File: src/rtl/alu_pkg.sv
// Shared ALU encodings: ALUCtl codes, MIPS R-type funct codes and the
// sharing controller's state type.
package alu_pkg;

    localparam logic [3:0] ALU_AND = 4'd0;
    localparam logic [3:0] ALU_OR  = 4'd1;
    localparam logic [3:0] ALU_ADD = 4'd2;
    localparam logic [3:0] ALU_SUB = 4'd6;
    localparam logic [3:0] ALU_SLT = 4'd7;
    localparam logic [3:0] ALU_NOR = 4'd12;
    localparam logic [3:0] ALU_BAD = 4'd15;

    localparam logic [5:0] F_ADD = 6'd32;
    localparam logic [5:0] F_SUB = 6'd34;
    localparam logic [5:0] F_AND = 6'd36;
    localparam logic [5:0] F_OR  = 6'd37;
    localparam logic [5:0] F_NOR = 6'd39;
    localparam logic [5:0] F_SLT = 6'd42;

    typedef enum logic [1:0] {
        IDLE,
        EXEC,
        RESP
    } state_t;

endpackage

File: src/rtl/alu_funct_decode.sv
// Combinational MIPS R-type funct -> ALUCtl decoder; unknown codes
// map to ALU_BAD with err set.
module alu_funct_decode
    import alu_pkg::*;
#(
    parameter int FUNCT_W = 6
) (
    input  logic [FUNCT_W-1:0] funct,
    output logic [3:0]         alu_ctl,
    output logic               err
);

    always_comb begin
        alu_ctl = ALU_BAD;
        err     = 1'b0;
        case (funct)
            F_ADD:   alu_ctl = ALU_ADD;
            F_SUB:   alu_ctl = ALU_SUB;
            F_AND:   alu_ctl = ALU_AND;
            F_OR:    alu_ctl = ALU_OR;
            F_NOR:   alu_ctl = ALU_NOR;
            F_SLT:   alu_ctl = ALU_SLT;
            default: err     = 1'b1;
        endcase
    end

endmodule

File: src/rtl/alu_share_ctrl.sv
// Round-robin sharing of one external ALU between two requesters, with a
// registered, ID-tagged response channel.
module alu_share_ctrl
    import alu_pkg::*;
#(
    parameter int WIDTH   = 32,
    parameter int FUNCT_W = 6
) (
    input  logic               clk,
    input  logic               rst_n,
    input  logic [1:0]         req_valid,
    output logic [1:0]         req_ready,
    input  logic [FUNCT_W-1:0] req_funct0,
    input  logic [FUNCT_W-1:0] req_funct1,
    input  logic [WIDTH-1:0]   req_a0,
    input  logic [WIDTH-1:0]   req_a1,
    input  logic [WIDTH-1:0]   req_b0,
    input  logic [WIDTH-1:0]   req_b1,
    output logic               rsp_valid,
    input  logic               rsp_ready,
    output logic               rsp_id,
    output logic [WIDTH-1:0]   rsp_data,
    output logic               rsp_zero,
    output logic               rsp_err,
    output logic [3:0]         alu_ctl,
    output logic [WIDTH-1:0]   alu_a,
    output logic [WIDTH-1:0]   alu_b,
    input  logic [WIDTH-1:0]   alu_out,
    input  logic               alu_zero
);

    state_t             state;
    logic               rr_last;
    logic               op_id;
    logic [FUNCT_W-1:0] op_funct;
    logic [3:0]         ctl_q;
    logic [3:0]         dec_ctl;
    logic               dec_err;
    logic               winner;
    logic [1:0]         grant;

    alu_funct_decode #(.FUNCT_W(FUNCT_W)) u_decode (
        .funct   (op_funct),
        .alu_ctl (dec_ctl),
        .err     (dec_err)
    );

    // Grant is gated by rst_n so req_ready drops the moment reset asserts.
    always_comb begin
        winner = req_valid[~rr_last] ? ~rr_last : rr_last;
        grant  = '0;
        if (rst_n && state == IDLE && |req_valid)
            grant[winner] = 1'b1;
    end

    assign req_ready = grant;
    // Decoded control goes straight out in EXEC; ctl_q holds it afterwards.
    assign alu_ctl   = (state == EXEC) ? dec_ctl : ctl_q;

    always_ff @(posedge clk or negedge rst_n) begin
        if (!rst_n) begin
            state     <= IDLE;
            rr_last   <= 1'b1;
            op_id     <= 1'b0;
            op_funct  <= '0;
            alu_a     <= '0;
            alu_b     <= '0;
            ctl_q     <= ALU_BAD;
            rsp_valid <= 1'b0;
            rsp_id    <= 1'b0;
            rsp_data  <= '0;
            rsp_zero  <= 1'b0;
            rsp_err   <= 1'b0;
        end else begin
            case (state)
                IDLE: begin
                    if (|grant) begin
                        op_id    <= winner;
                        op_funct <= winner ? req_funct1 : req_funct0;
                        alu_a    <= winner ? req_a1 : req_a0;
                        alu_b    <= winner ? req_b1 : req_b0;
                        rr_last  <= winner;
                        state    <= EXEC;
                    end
                end
                EXEC: begin
                    rsp_data  <= dec_err ? '0 : alu_out;
                    rsp_zero  <= dec_err | alu_zero;
                    rsp_err   <= dec_err;
                    rsp_id    <= op_id;
                    rsp_valid <= 1'b1;
                    ctl_q     <= dec_ctl;
                    state     <= RESP;
                end
                RESP: begin
                    if (rsp_ready) begin
                        rsp_valid <= 1'b0;
                        state     <= IDLE;
                    end
                end
                default: state <= IDLE;
            endcase
        end
    end

endmodule

File: config.mk
export PLATFORM = sky130hd
export DESIGN_NAME = alu_share_ctrl
export DESIGN_NICKNAME = d
export VERILOG_FILES = /design/src/rtl/alu_pkg.sv /design/src/rtl/alu_funct_decode.sv /design/src/rtl/alu_share_ctrl.sv
export SDC_FILE = /design/constraint.sdc
export NUM_CORES = 1
export LEC_CHECK = 0
export BUFFER_PORTS_ARGS = -buffer_cell sky130_fd_sc_hd__buf_2
export CORE_AREA = 4 4 114 116
export DETAILED_ROUTE_END_ITERATION = 8
export DIE_AREA = 0 0 118 120
export PLACE_DENSITY = 0.79
export SLEW_MARGIN = 20
export SYNTH_ARGS = -nofsm -noshare
export SYNTH_HDL_FRONTEND = slang
export SYNTH_SLANG_ARGS = --single-unit
File: constraint.sdc
create_clock -name clk -period 2.25 [get_ports clk]
set_clock_uncertainty 0.15 [all_clocks]
set_input_delay 0.45 -clock clk [delete_from_list [all_inputs] [get_ports clk]]
set_output_delay 0.45 -clock clk [all_outputs]
set_load 0.01 [all_outputs]
==> impl_summary.md, run 1 <==
Status
The run finished, with violations left. The final reports fail on negative setup slack.

Critical path
The most critical setup path has its endpoint at alu_ctl[0]. The endpoint of the most critical register-to-register path is alu_b[23]. The worst reg-to-reg path cell count is 4. The type of the worst setup path is reg2out.

The maximum fanout along the worst path is 4. Data arrives at the worst endpoint at 1.87 ns. The startpoint of the most critical register-to-register path is state[1]. STA classifies the critical path endpoint as an output port. STA puts the critical path data required time at 1.65 ns. The kind of launch point of the worst setup path is a flop. In this run the register-to-register setup slack is 0.32 ns. In this run the worst setup path begins at op_funct[0].

Final layout
The sequential cells in the finished layout cover a total of 2860 um2. The area growth from synthesis to layout is 44.9%. With fillers left out, the area of the finished cells amounts to 7620 um2. The fraction of layout cells with a size suffix above 1 is 53.3%.

Counting the fill cells in the layout gives 954. The area of combinational cells with multiple inputs is 2180 um2. In the final design database the tool counted 902 nets. The utilization after layout is 64.0%.

Placement
The cell area reported after detailed placement is 6780 um2. Timing analysis after detailed placement gives a worst setup slack of 0.0387 ns. The number of port buffers is 283. The final weighted congestion in routability-driven placement is 0.880. The half-perimeter wire length after placement is 11.7 mm.

STA
In the finished design, the share of the clock period the worst path needs comes to 110%. The final total negative setup slack is -0.416 ns. The final hold violation count was 0.

Setup repair after global routing could not meet its margin everywhere. The worst max-slew margin expressed relative to the limit is 51.3%. At the pin with the least slew margin, the transition time is 0.731 ns.

The post-layout minimum cycle time is 2.47 ns. The final setup violation count is 2. The worst setup slack after layout is -0.215 ns. The fmax is 0.406 GHz. The count of final max-slew check failures came to 0.

Power and ir drop
The cell area power density is 1360 nW/um2. IR analysis of the VDD net gives a maximum drop of 0.000563 V. The analysis attributes to cell leakage a power of 3.78 nW. The post-route total power is 10.4 mW.

Drt
The remaining design rule violation count is 0. The antenna violation net count after detailed routing is 0. For this block, the via count after detailed routing is 4975. The routed length per placed instance is 19.0 um. Dividing the detail-routed via count by the number of cells gives 5.61. The number of violations reported at the end of detailed-routing iteration 0 is 296. Wires add up to 16.8 mm. The number of iterations in the first detailed-routing pass is 5.

Die
The total area inside the core boundary comes to 11900 um2. The effective utilization at floorplan is 44.2%. In this run the horizontal extent of the chip is 118 um.

The floorplan step defined a die boundary enclosing 14200 um2. The number of top-level pins is 284. The number of standard-cell rows in the floorplan is 40.

Measured along the y axis, the die boundary spans 120 um.

Job
The reported max-cap violation count is 0.

Clock tree
The clock insertion delay at the later pin of the skew report is 0.40 ns. The number of buffers inserted during clock tree synthesis is 17. The worst-case clock buffer depth is 2. The number of H-tree levels is 4. TritonCTS built the clock tree. The post-cts hold buffer count is 0. The root cell of the clock tree is clkbuf_16. The sink count of the clock tree is 114. The clock transition time at the flip-flop clock pins of the worst setup and hold paths is 0.05 ns.

Global routing
Entering global routing, the biggest net connects 71 pins. For this run the aggregate overflow at the end of global routing stands at 0. The number of global-route vias before repair is 5234. For this run, the total global-route usage over all layers was measured as 23.1%. The global-route wire length before repair is 26.5 mm. The number of antenna violations at the first check in global routing is 3.

Yosys
The share of the synthesized area in the top cell type is 51.8%. The synthesized design contains 0 enable-type register cells. The prevailing post-synth register cell is dfrtp_1. The most frequent cell after synthesis is dfrtp_1. The proportion of synthesized chip area in sequential cells is 54.3%. The synthesized area is 5260 um2. The cell taking the most area after synthesis is dfrtp_1.

The fraction of registers with async set/reset is 100%. Counting instances in the post-synthesis netlist gives the leading cell types as 109 x dfrtp_1, 71 x nand2_1, 70 x a221o_1, 69 x a21boi_0, 30 x o31ai_2. In this run, distinct cell masters in the synthesized netlist total 33.

By area the synthesized netlist is led by dfrtp_1 52%, a221o_1 13%, a21boi_0 9.8%. The cell count after synthesis is 443. The total number of yosys warnings is 0. The number of nets handed over by synthesis was 621. The per-instance average area after synthesis is 11.9 um2. Synthesis inferred 114 register bits.

Min path
The path category of the worst min-delay check is in2async.
[layout make-up]
cell class	instances	share of cell area [%]
flip-flops and latches	114	37.5
multi-input cells	279	28.7
repair buffers	310	22.2
clock buffers	19	5.94
clock inverters	13	3.04
well taps	147	2.41
inverters	2	0.0985
diodes	3	0.0985
[worst max-delay path: stages (launching register included)]
cell and delay, ns:
dfrtp_1 0.40, nor2b_4 0.14, or3b_4 0.40, o32a_1 0.40, buf_6 0.14
[worst min-delay path by stage]
stage,start,end,slack [ns],depth (start not counted)
final,rst_n,rsp_data[9],0.06,2
after global routing,req_a1[10],alu_a[10],0.11,2
after CTS,rst_n,rsp_zero,0.08,2
after detailed placement,rsp_data[8],rsp_data[8],0.32,2
after global placement,rsp_data[0],rsp_data[0],0.30,2
after floorplan,rst_n,alu_a[0],0.004,0
[cells in the final DEF (no fill, tap or decap), types with 2 or more instances in the layout]
cell	Yosys	layout
buf_12	0	4
o32a_1	3	3
clkbuf_16	0	18
dfstp_2	5	5
bufinv_16	0	6
clkinvlp_4	0	5
nor2_1	2	2
diode_2	0	3
a21boi_0	69	69
or3b_4	0	2
buf_4	3	23
inv_1	2	2
o31ai_1	2	2
dfrtp_1	109	107
nand2_1	71	71
clkbuf_8	0	2
buf_2	29	281
o21ai_1	0	2
a21oi_1	5	5
nand2b_1	6	5
a221o_1	70	70
and3_4	0	2
dfrtp_2	0	2
o31ai_2	30	30
[routing by layer]
layer  share of wire [%]  GRT usage (%)  up-vias
li1                    -              -     2255
met2                  51           39.2      258
met3                 8.4           7.78       40
met5                   0              0        -
met1                  38           27.3     2422
met4                 2.4           9.01        0
[what timing repair did]
| item | 4_1_cts | 5_1_grt |
|---|---|---|
| setup endpoints to repair | 4 | 6 |
| pin swaps | 4 | 4 |
| resized for setup | 6 | 15 |
| gates cloned | 0 | 1 |
| buffers inserted | 3 | 5 |
[flip-flops by register name (all words and copies together) (netlist names)]
signal,count
rsp_valid,1
rsp_id,1
rr_last,1
state,2
rsp_err,1
op_id,1
alu_a,32
op_funct,6
rsp_zero,1
rsp_data,32
ctl_q,4
alu_b,32
[kinds of logic (layout without fill, tap and decap cells)]
logic type             after synthesis  after routing  share of synthesized area [%]
flip-flops                         114            114                           54.3
AND/OR/NAND/NOR                     93             93                           7.87
AO/OA/AOI/OAI                      186            186                           32.5
other                                0              3                              0
buffers and inverters               50            344                           5.26
[power breakdown]
part	total (mW)	switching, mW	internal (mW)
clock network	3.10	0.961	2.13
logic	3.88	2.08	1.80
registers	3.44	0.495	2.94
total	10.4	3.53	6.87
[through the flow]
| step | hold slack (ns) | cells |
|---|---|---|
| 2_1_floorplan | 0.00441 | 443 |
| 3_3_place_gp | 0.304 | 843 |
| 3_5_place_dp | 0.319 | 843 |
| 4_1_cts | 0.0755 | 878 |
| 5_1_grt | 0.111 | 887 |
| 6_report | 0.0571 | 887 |
No activity file was read; power rests on OpenSTA's default activity.
==> inputs of run 2 (changes only) <==
--- a/config.mk
+++ b/config.mk
@@ -5,11 +5,14 @@
 export SDC_FILE = /design/constraint.sdc
 export NUM_CORES = 1
 export LEC_CHECK = 0
+export ABC_AREA = 1
 export BUFFER_PORTS_ARGS = -buffer_cell sky130_fd_sc_hd__buf_2
-export CORE_AREA = 4 4 114 116
+export CELL_PAD_IN_SITES_DETAIL_PLACEMENT = 1
+export CELL_PAD_IN_SITES_GLOBAL_PLACEMENT = 2
+export CORE_AREA = 4 4 157 159
 export DETAILED_ROUTE_END_ITERATION = 8
-export DIE_AREA = 0 0 118 120
-export PLACE_DENSITY = 0.79
+export DIE_AREA = 0 0 161 163
+export PLACE_DENSITY = 0.81
 export SLEW_MARGIN = 20
 export SYNTH_ARGS = -nofsm -noshare
 export SYNTH_HDL_FRONTEND = slang
==> run 2 against run 1 <==
The flow finishes with violations (negative hold slack). Worst hold slack lost 0.16 ns. Critical endpoint is now req_ready[1]. Count of clock-buffer cells in the layout shrank 1. Register-to-register slack about the same.
==> impl_summary.md, run 2 <==
Status
The flow ran to the end, but the final reports show violations. The final reports fail on negative hold slack.

Drt
The met2 wire length is 10.4 mm (+22%). The via count is 5868 (+18%). The number of iterations in the first detailed-routing pass came to 4 (-1).

The routed length on met1 came to 8.65 mm (+34%). The detailed-route vias per instance is 4.36 (-22%). The number of violations reported at the end of detailed-routing iteration 0 is 233 (-21%). The detailed route wirelength on metal3 was 1.44 mm (+2.4%). The routed length per placed instance is 15.5 um (-18%). The highest metal layer carrying signal wires in the routed design is met5. The antenna violation net count after detailed routing is 0 (unchanged). The remaining design rule violation count came to 0 (unchanged). The final routed wirelength across all metal layers was 20.8 mm (+24%).

Placement
The half-perimeter wire length after placement came to 14.3 mm (+22%). The number of port buffers is 283 (unchanged). The placed instance count came to 1305 (+55%). The worst slack at placement was -0.0875 ns (-0.126 ns).

The final weighted congestion in routability-driven placement is 0.754 (-14%).

Clock tree
TritonCTS built the clock tree. The number of H-tree levels came to 4 (unchanged). The clock insertion delay at the later pin of the skew report was 0.41 ns (about the same). The number of buffers inserted during clock tree synthesis was 17 (unchanged). The worst-case clock buffer depth is 2 (unchanged). Clock tree synthesis selected as its root buffer the cell clkbuf_16. The clock transition time at the flip-flop clock pins of the worst setup and hold paths is 0.06 ns (about the same). The sink count of the clock tree came to 114 (unchanged).

Die
The core region area is 23300 um2 (+95%). The number of top-level pins is 284 (unchanged). The die outline width is 161 um (+36%). The effective utilization at floorplan is 23.7% (-20 points). The die extent in y is 163 um (+36%).

The area of the die is 26200 um2 (+85%). The number of standard-cell rows in the floorplan is 56 (+40%).

STA
The final setup violation count is 0 (-2). The worst hold slack came to -0.101 ns (-0.158 ns). Setup repair after global routing could not meet its margin everywhere. The fmax is 0.460 GHz (+13%). The post-layout minimum cycle time is 2.17 ns (-0.292 ns).

The worst setup slack after layout is 0.0763 ns (+0.292 ns). The count of final max-slew check failures is 0 (unchanged). The worst max-slew margin expressed relative to the limit is 47.8% (-3.5 points). The transition time of the tightest slew-check pin is 0.784 ns (+0.0523 ns). The share of the clock period used by the worst path was 96.6% (-13 points). The final hold violation count was 31 (+31).

Yosys
The proportion of synthesized chip area in sequential cells is 51.9% (-2.5 points). After synthesis, the largest family of logic cells by area is simple AND/OR/NAND/NOR gates. The total number of yosys warnings is 0 (unchanged). The share of the synthesized area in the top cell type is 49.5% (-2.4 points). The fraction of the mapped netlist area in compound gates is 1.84% (-31 points). The post-synth net total is 917 (+48%). The area share of xor/xnor cells in the synthesized design is 0% (unchanged). The area fraction in and, or, nand and nor cells after synthesis is 39.9% (+32 points). The post-synthesis sequential element count was 114 (unchanged). The most frequent cell after synthesis is nand2_1.

Among all flip-flop cells after synthesis, the most frequent one is dfrtp_1. The share of cell area taken by muxes after synthesis is 0% (unchanged). The fraction of registers with async set/reset is 100% (unchanged). The per-instance average area after synthesis was 7.46 um2 (-37%). In the post-synthesis netlist, the biggest area contributors are dfrtp_1 49%, nand2_1 29%, nand3_1 9.5%. By count the netlist is led by 421 x nand2_1, 109 x dfrtp_1, 105 x nand3_1, 24 x buf_2, 15 x inv_1.

The distinct cell type count after synthesis came to 22 (-33%). The arithmetic-cell share of the synthesized area counting full adders, half adders and majority gates is 0% (unchanged). The cell count after synthesis was 739 (+67%).

The synthesized area is 5510 um2 (+4.8%). The cell taking the most area after synthesis is dfrtp_1. The number of flops mapped to enable cells by yosys is 0 (unchanged).

Final layout
The most common library cell in the layout ignoring fill and taps is nand2_1. The number of filler cells placed in the layout was 2946 (+210%). The fraction of layout cells with a size suffix above 1 came to 35.1% (-18 points). The filler-free cell count of the finished design was 1346 (+52%). In the final layout, the registers with the most flip-flops are alu_a (32), alu_b (32), rsp_data (32). Compared with the post-synthesis result, the final layout area differs by 43.2%. The number of nets in the finished design is 1191 (+32%). In the layout the commonest cells are 417 x nand2_1, 279 x buf_2, 109 x dfrtp_1, 105 x nand3_1, 18 x buf_4.

Global routing
The number of antenna violations at the first check in global routing is 2 (-1). The total routing resource utilization after global routing is 16.1% (-7.1 points). The total global routing overflow is 0 (unchanged). The maximum number of pins on one net before global-route repair came to 115 (+62%).

The global-route wire length before repair is 33.7 mm (+27%). The number of global-route vias before repair came to 6334 (+21%).

Power and ir drop
The standby leakage power is 4.63 nW (+22%). The share of total power consumed by net switching was 40.1% (+6.2 points). The worst-case vdd ir drop is 0.000490 V (-13%). The internal power is 6.22 mW (-9.5%). The fraction of power consumed by the clock network is 26.3% (-3.4 points). The combinational share of power is 40.4% (+3.2 points).

The power spent charging and discharging nets was 4.17 mW (+18%). The cell area power density was 1320 nW/um2 (-3.6%). The share of power burned in registers is 33.3% (+0.3 points). The post-route total power is 10.4 mW (-0.22%).

Critical path
The data arrival time of the worst path came to 1.57 ns (-0.30 ns). STA classifies the critical path endpoint as an output port. The worst register-to-register path ends at alu_a[13]. The maximum fanout along the worst path is 3 (-1). The critical path required time was 1.65 ns (about the same). The kind of launch point of the worst setup path is a flop. The worst register-to-register path begins at rr_last.

The worst reg-to-reg path cell count is 9 (+5). The type of the worst setup path is reg2out. The reg2reg setup slack is 0.33 ns (about the same).

Job
The reported max-cap violation count is 0 (unchanged).

Min path
The path category of the worst min-delay check is in2async.
[run 2: cell type report]
cell class	instances	area, um2	share of cell area (%)
Antenna cell	1	2.50	0.0317
Clock inverter	14	154	1.95
Sequential cell	114	2860	36.2
Multi-Input combinational cell	561	2350	29.8
Clock buffer	18	439	5.56
Timing Repair Buffer	303	1630	20.6
Inverter	16	63.8	0.808
Tap cell	319	399	5.06
[run 2: per-stage QoR]
step                      util [%]  setup TNS (ns)  cell area (um2)
final                         33.9               0             7890
after global routing          33.9         -0.0109             7890
after CTS                     33.6               0             7820
after detailed placement      30.9          -0.126             7180
after global placement        30.9         -0.0625             7180
after floorplan                  -               0             5510
[run 2: per-layer routing]
layer  up-vias  GRT usage [%]
met5         -              0
met4         2           4.11
met3        21           5.37
met2       171           28.6
met1      2820           18.6
li1       2854              -
[run 2: critical path: stages, from the launching register on]
cell     delay [ns]
dfstp_2        0.52
inv_2          0.04
or2_4          0.27
nand2_8        0.08
nand2_2        0.07
inv_1          0.06
buf_4          0.12
[run 2: worst max path at each step]
| stage | from | endpoint | slack (ns) | cells after the start |
|---|---|---|---|---|
| 3_5_place_dp | rst_n | req_ready[1] | -0.09 | 8 |
| 5_1_grt | state[1] | alu_ctl[3] | -0.007 | 6 |
| 2_1_floorplan | rr_last | req_ready[1] | 0.39 | 7 |
| 3_3_place_gp | rst_n | req_ready[1] | -0.05 | 8 |
| 4_1_cts | state[1] | req_ready[1] | 0.01 | 6 |
| 6_report | rr_last | req_ready[1] | 0.08 | 6 |
[run 2: cells by family after synthesis]
family | Yosys count
AOI/OAI and AO/OA | 18
and+or+nand+nor | 543
buffers and inverters | 64
DFF | 114
[run 2: power by group through the flow]
stage / Clock (mW) / Sequential, mW / Combinational (mW)
after floorplan: 0 / 3.84 / 2.07
after global placement: 0 / 3.45 / 4.12
after detailed placement: 0 / 3.47 / 4.18
after CTS: 2.82 / 3.47 / 4.23
after global routing: 2.91 / 3.60 / 4.75
final: 2.73 / 3.46 / 4.19
[run 2: timing repair]
| item | 4_1_cts | 5_1_grt |
|---|---|---|
| buffers inserted | 2 | 7 |
| resized for setup | 10 | 9 |
| hold buffers | 0 | 0 |
| endpoints found under the setup margin | 4 | 5 |
| pin swaps | 3 | 7 |
| cloned | 0 | 0 |
| hold endpoints to repair | 0 | 0 |
==> inputs of run 3 (changes only) <==
--- a/config.mk
+++ b/config.mk
@@ -5,14 +5,13 @@
 export SDC_FILE = /design/constraint.sdc
 export NUM_CORES = 1
 export LEC_CHECK = 0
-export ABC_AREA = 1
 export BUFFER_PORTS_ARGS = -buffer_cell sky130_fd_sc_hd__buf_2
 export CELL_PAD_IN_SITES_DETAIL_PLACEMENT = 1
 export CELL_PAD_IN_SITES_GLOBAL_PLACEMENT = 2
-export CORE_AREA = 4 4 157 159
+export CORE_AREA = 4 4 148 150
 export DETAILED_ROUTE_END_ITERATION = 8
-export DIE_AREA = 0 0 161 163
-export PLACE_DENSITY = 0.81
+export DIE_AREA = 0 0 152 154
+export PLACE_DENSITY = 0.78
 export SLEW_MARGIN = 20
 export SYNTH_ARGS = -nofsm -noshare
 export SYNTH_HDL_FRONTEND = slang
==> run 3 against run 2 <==
Setup slack got worse by 0.33 ns. Power grew 0.16%. Critical path type unchanged. First-iteration DRC count down 27%. Count of clock-buffer cells in the layout rose by 3. Critical path depth down 2. Largest power group unchanged. Combinational power down 4.8%. The flow finishes with violations (negative setup slack). Via count is 16% lower. Fmax shrank 13%. Register-to-register slack worse by 0.02 ns. Final cell count decreased by 25%. Largest cell class unchanged.
==> impl_summary.md, run 3 (synthesis gave the netlist of run 1 again) <==
Status
The run finished, with violations left. The final reports fail on negative setup slack.

Final layout
The filler-free cell count of the finished design was 1009 (-25%). The cell area after layout came to 7780 um2 (-1.5%). The fraction of layout cells with a size suffix above 1 is 52.9% (+18 points). The area taken by flip-flops and latches is 2860 um2 (about the same). The number of nets in the finished design is 899 (-25%). The number of filler cells placed in the layout was 2388 (-19%). From synthesis to final layout, the design area changed by 47.8%.

In the final layout, the registers with the most flip-flops are alu_a (32), alu_b (32), rsp_data (32). The library cell used most frequently in the layout, excluding fill and tap cells, is buf_2. In the layout the commonest cells are 279 x buf_2, 107 x dfrtp_1, 71 x nand2_1, 70 x a221o_1, 69 x a21boi_0.

The antenna cell count is 0 (-1). The area of combinational cells with multiple inputs is 2190 um2 (-6.8%). The utilization after layout is 37.6% (+3.7 points).

Drt
The antenna violation net count after detailed routing is 0 (unchanged). The detailed-route vias per instance is 4.86 (+11%). The routed length per placed instance was 19.3 um (+25%). The remaining design rule violation count is 0 (unchanged).

The number of iterations in the first detailed-routing pass is 4 (unchanged). The number of violations reported at the end of detailed-routing iteration 0 is 170 (-27%). The final routed wirelength across all metal layers came to 19.5 mm (-6.6%).

The via count came to 4900 (-16%).

Critical path
The startpoint identified for the worst register-to-register timing path is op_funct[0]. The kind of launch point of the worst setup path is a flop. The cell with the biggest individual delay on the critical path is or3b_4. The type of the worst setup path is reg2out. The worst setup path is captured at an output port. The maximum fanout along the worst path is 3 (unchanged). The data arrival time of the worst path is 1.90 ns (+0.33 ns).

The count of buffer and inverter cells on the critical path was 1 (-2). In this run the critical register-to-register path is captured at rsp_zero. The longest individual stage delay on the worst path is 0.41 ns (-0.11 ns). The worst reg-to-reg path cell count came to 4 (-5). The kind of cell with the highest combined delay along the critical path is simple AND/OR/NAND/NOR gates. The critical path required time is 1.65 ns (about the same). The reg2reg setup slack came to 0.31 ns (-0.02 ns). The signal on the critical path passes through nor2b_4 -> or3b_4 -> o32a_1 -> buf_6.

Die
The area of the die is 23400 um2 (-11%). The die extent in y is 154 um (-5.5%). The number of standard-cell rows in the floorplan is 53 (-5.4%). The number of top-level pins was 284 (unchanged). The effective utilization at floorplan is 25.4% (+1.7 points). The die outline width came to 152 um (-5.6%).

The core region area is 20700 um2 (-11%).

STA
Setup repair after global routing could not meet its margin everywhere. The worst hold slack is 0.0372 ns (+0.138 ns). The transition time of the tightest slew-check pin came to 0.618 ns (-0.166 ns). The fmax came to 0.400 GHz (-13%).

The worst max-slew margin expressed relative to the limit is 58.8% (+11 points). The final hold violation count is 0 (-100%). The worst setup slack after layout was -0.252 ns (-0.328 ns). The final total negative setup slack is -0.595 ns (-0.595 ns). The post-layout minimum cycle time is 2.50 ns (+0.328 ns).

The final setup violation count came to 4 (+4). The count of final max-slew check failures came to 0 (unchanged). The share of the clock period used by the worst path is 111% (+15 points).

Clock tree
The TritonCTS clock tree is built. The clock transition time at the flip-flop clock pins of the worst setup and hold paths is 0.05 ns (about the same). The number of H-tree levels is 4 (unchanged). The clock insertion delay at the later pin of the skew report is 0.41 ns (about the same). The number of buffers inserted during clock tree synthesis is 17 (unchanged). The worst-case clock buffer depth is 2 (unchanged). The sink count of the clock tree was 114 (unchanged). The post-cts hold buffer count is 0 (unchanged). The tree is rooted in a clkbuf_16.

Power and ir drop
The worst-case vdd ir drop is 0.000461 V (-5.8%). The standby leakage power is 3.79 nW (-18%). The cell area power density was 1340 nW/um2 (+1.7%). The post-route total power is 10.4 mW (+0.16%).

Global routing
The layer flagged by global routing as most heavily used is met2. The met1 track utilization from global routing is 19.4% (+0.75 points). The number of global-route vias before repair is 5552 (-12%). The total routing resource utilization after global routing is 16.2% (+0.15 points).

The global routing met3 resource utilization is 7.29% (+1.9 points). The global-route wire length before repair came to 30.7 mm (-8.9%). The met2 routing resource usage after global routing came to 25.9% (-2.7 points). The number of antenna violations at the first check in global routing came to 0 (-2). The total global routing overflow came to 0 (unchanged). The maximum number of pins on one net before global-route repair is 115 (unchanged).

Placement
The number of port buffers was 283 (unchanged). The worst slack at placement was 0.0371 ns (+0.125 ns). The cell area reported after detailed placement was 6940 um2 (-3.4%).

The placed instance count is 967 (-26%). The final weighted congestion in routability-driven placement is 0.795 (+5.4%). The half-perimeter wire length after placement came to 13.9 mm (-2.7%).

Job
The reported max-cap violation count is 0 (unchanged).

Min path
The path category of the worst min-delay check is in2async.
==> run 3: cell types whose count changed in the layout (fill, tap and decap cells not counted), sizes merged, moves of 17 or more <==
cell    before  now
a21boi       0   69
a221o        0   70
inv         19    2
nand2      424   71
nand3      105    1
o31ai        0   32
==> run 3: timing repair <==
| item | 4_1_cts | 5_1_grt |
|---|---|---|
| pin swaps | 8 | 6 |
| setup endpoints to repair | 6 | 6 |
| gates cloned | 0 | 1 |
| gates resized for setup | 19 | 7 |
| buffers inserted | 6 | 3 |
==> run 3: how the worst max path moves through the flow <==
stage | end | cells after the start | startpoint
finish | alu_ctl[0] | 4 | op_funct[0]
global route | alu_ctl[3] | 5 | op_funct[0]
CTS | alu_ctl[0] | 5 | op_funct[0]
detailed placement | alu_ctl[0] | 4 | op_funct[0]
global placement | alu_ctl[0] | 4 | op_funct[0]
floorplan | alu_ctl[0] | 4 | op_funct[0]
==> run 3: worst reg2reg max path: cells and delay by family (launching register included) <==
kind	cells	cell delay, ns
buffers and inverters	1	0.31
flip-flops	1	0.40
AND/OR/NAND/NOR	2	0.55
AO/OA/AOI/OAI	1	0.41
==> run 3: final cells by class <==
cell class	count	area share [%]
clock buffers	21	5.92
clock inverters	11	2.35
inverters	2	0.0965
multi-input cells	279	28.2
flip-flops and latches	114	36.8
well taps	275	4.42
repair buffers	307	22.3
==> run 3: power by group <==
| part | internal [mW] | switching [mW] | total [mW] |
|---|---|---|---|
| clock | 2.01 | 0.957 | 2.97 |
| combinational | 1.82 | 2.17 | 3.99 |
| sequential | 2.94 | 0.498 | 3.44 |
==> run 3: metal layers <==
metal / routed length (um) / part of all wire [%] / up-vias
met5: 0 / 0 / -
met2: 9290 / 48 / 241
li1: - / - / 2237
met1: 7920 / 41 / 2395
met4: 363 / 1.9 / 0
met3: 1900 / 9.8 / 27
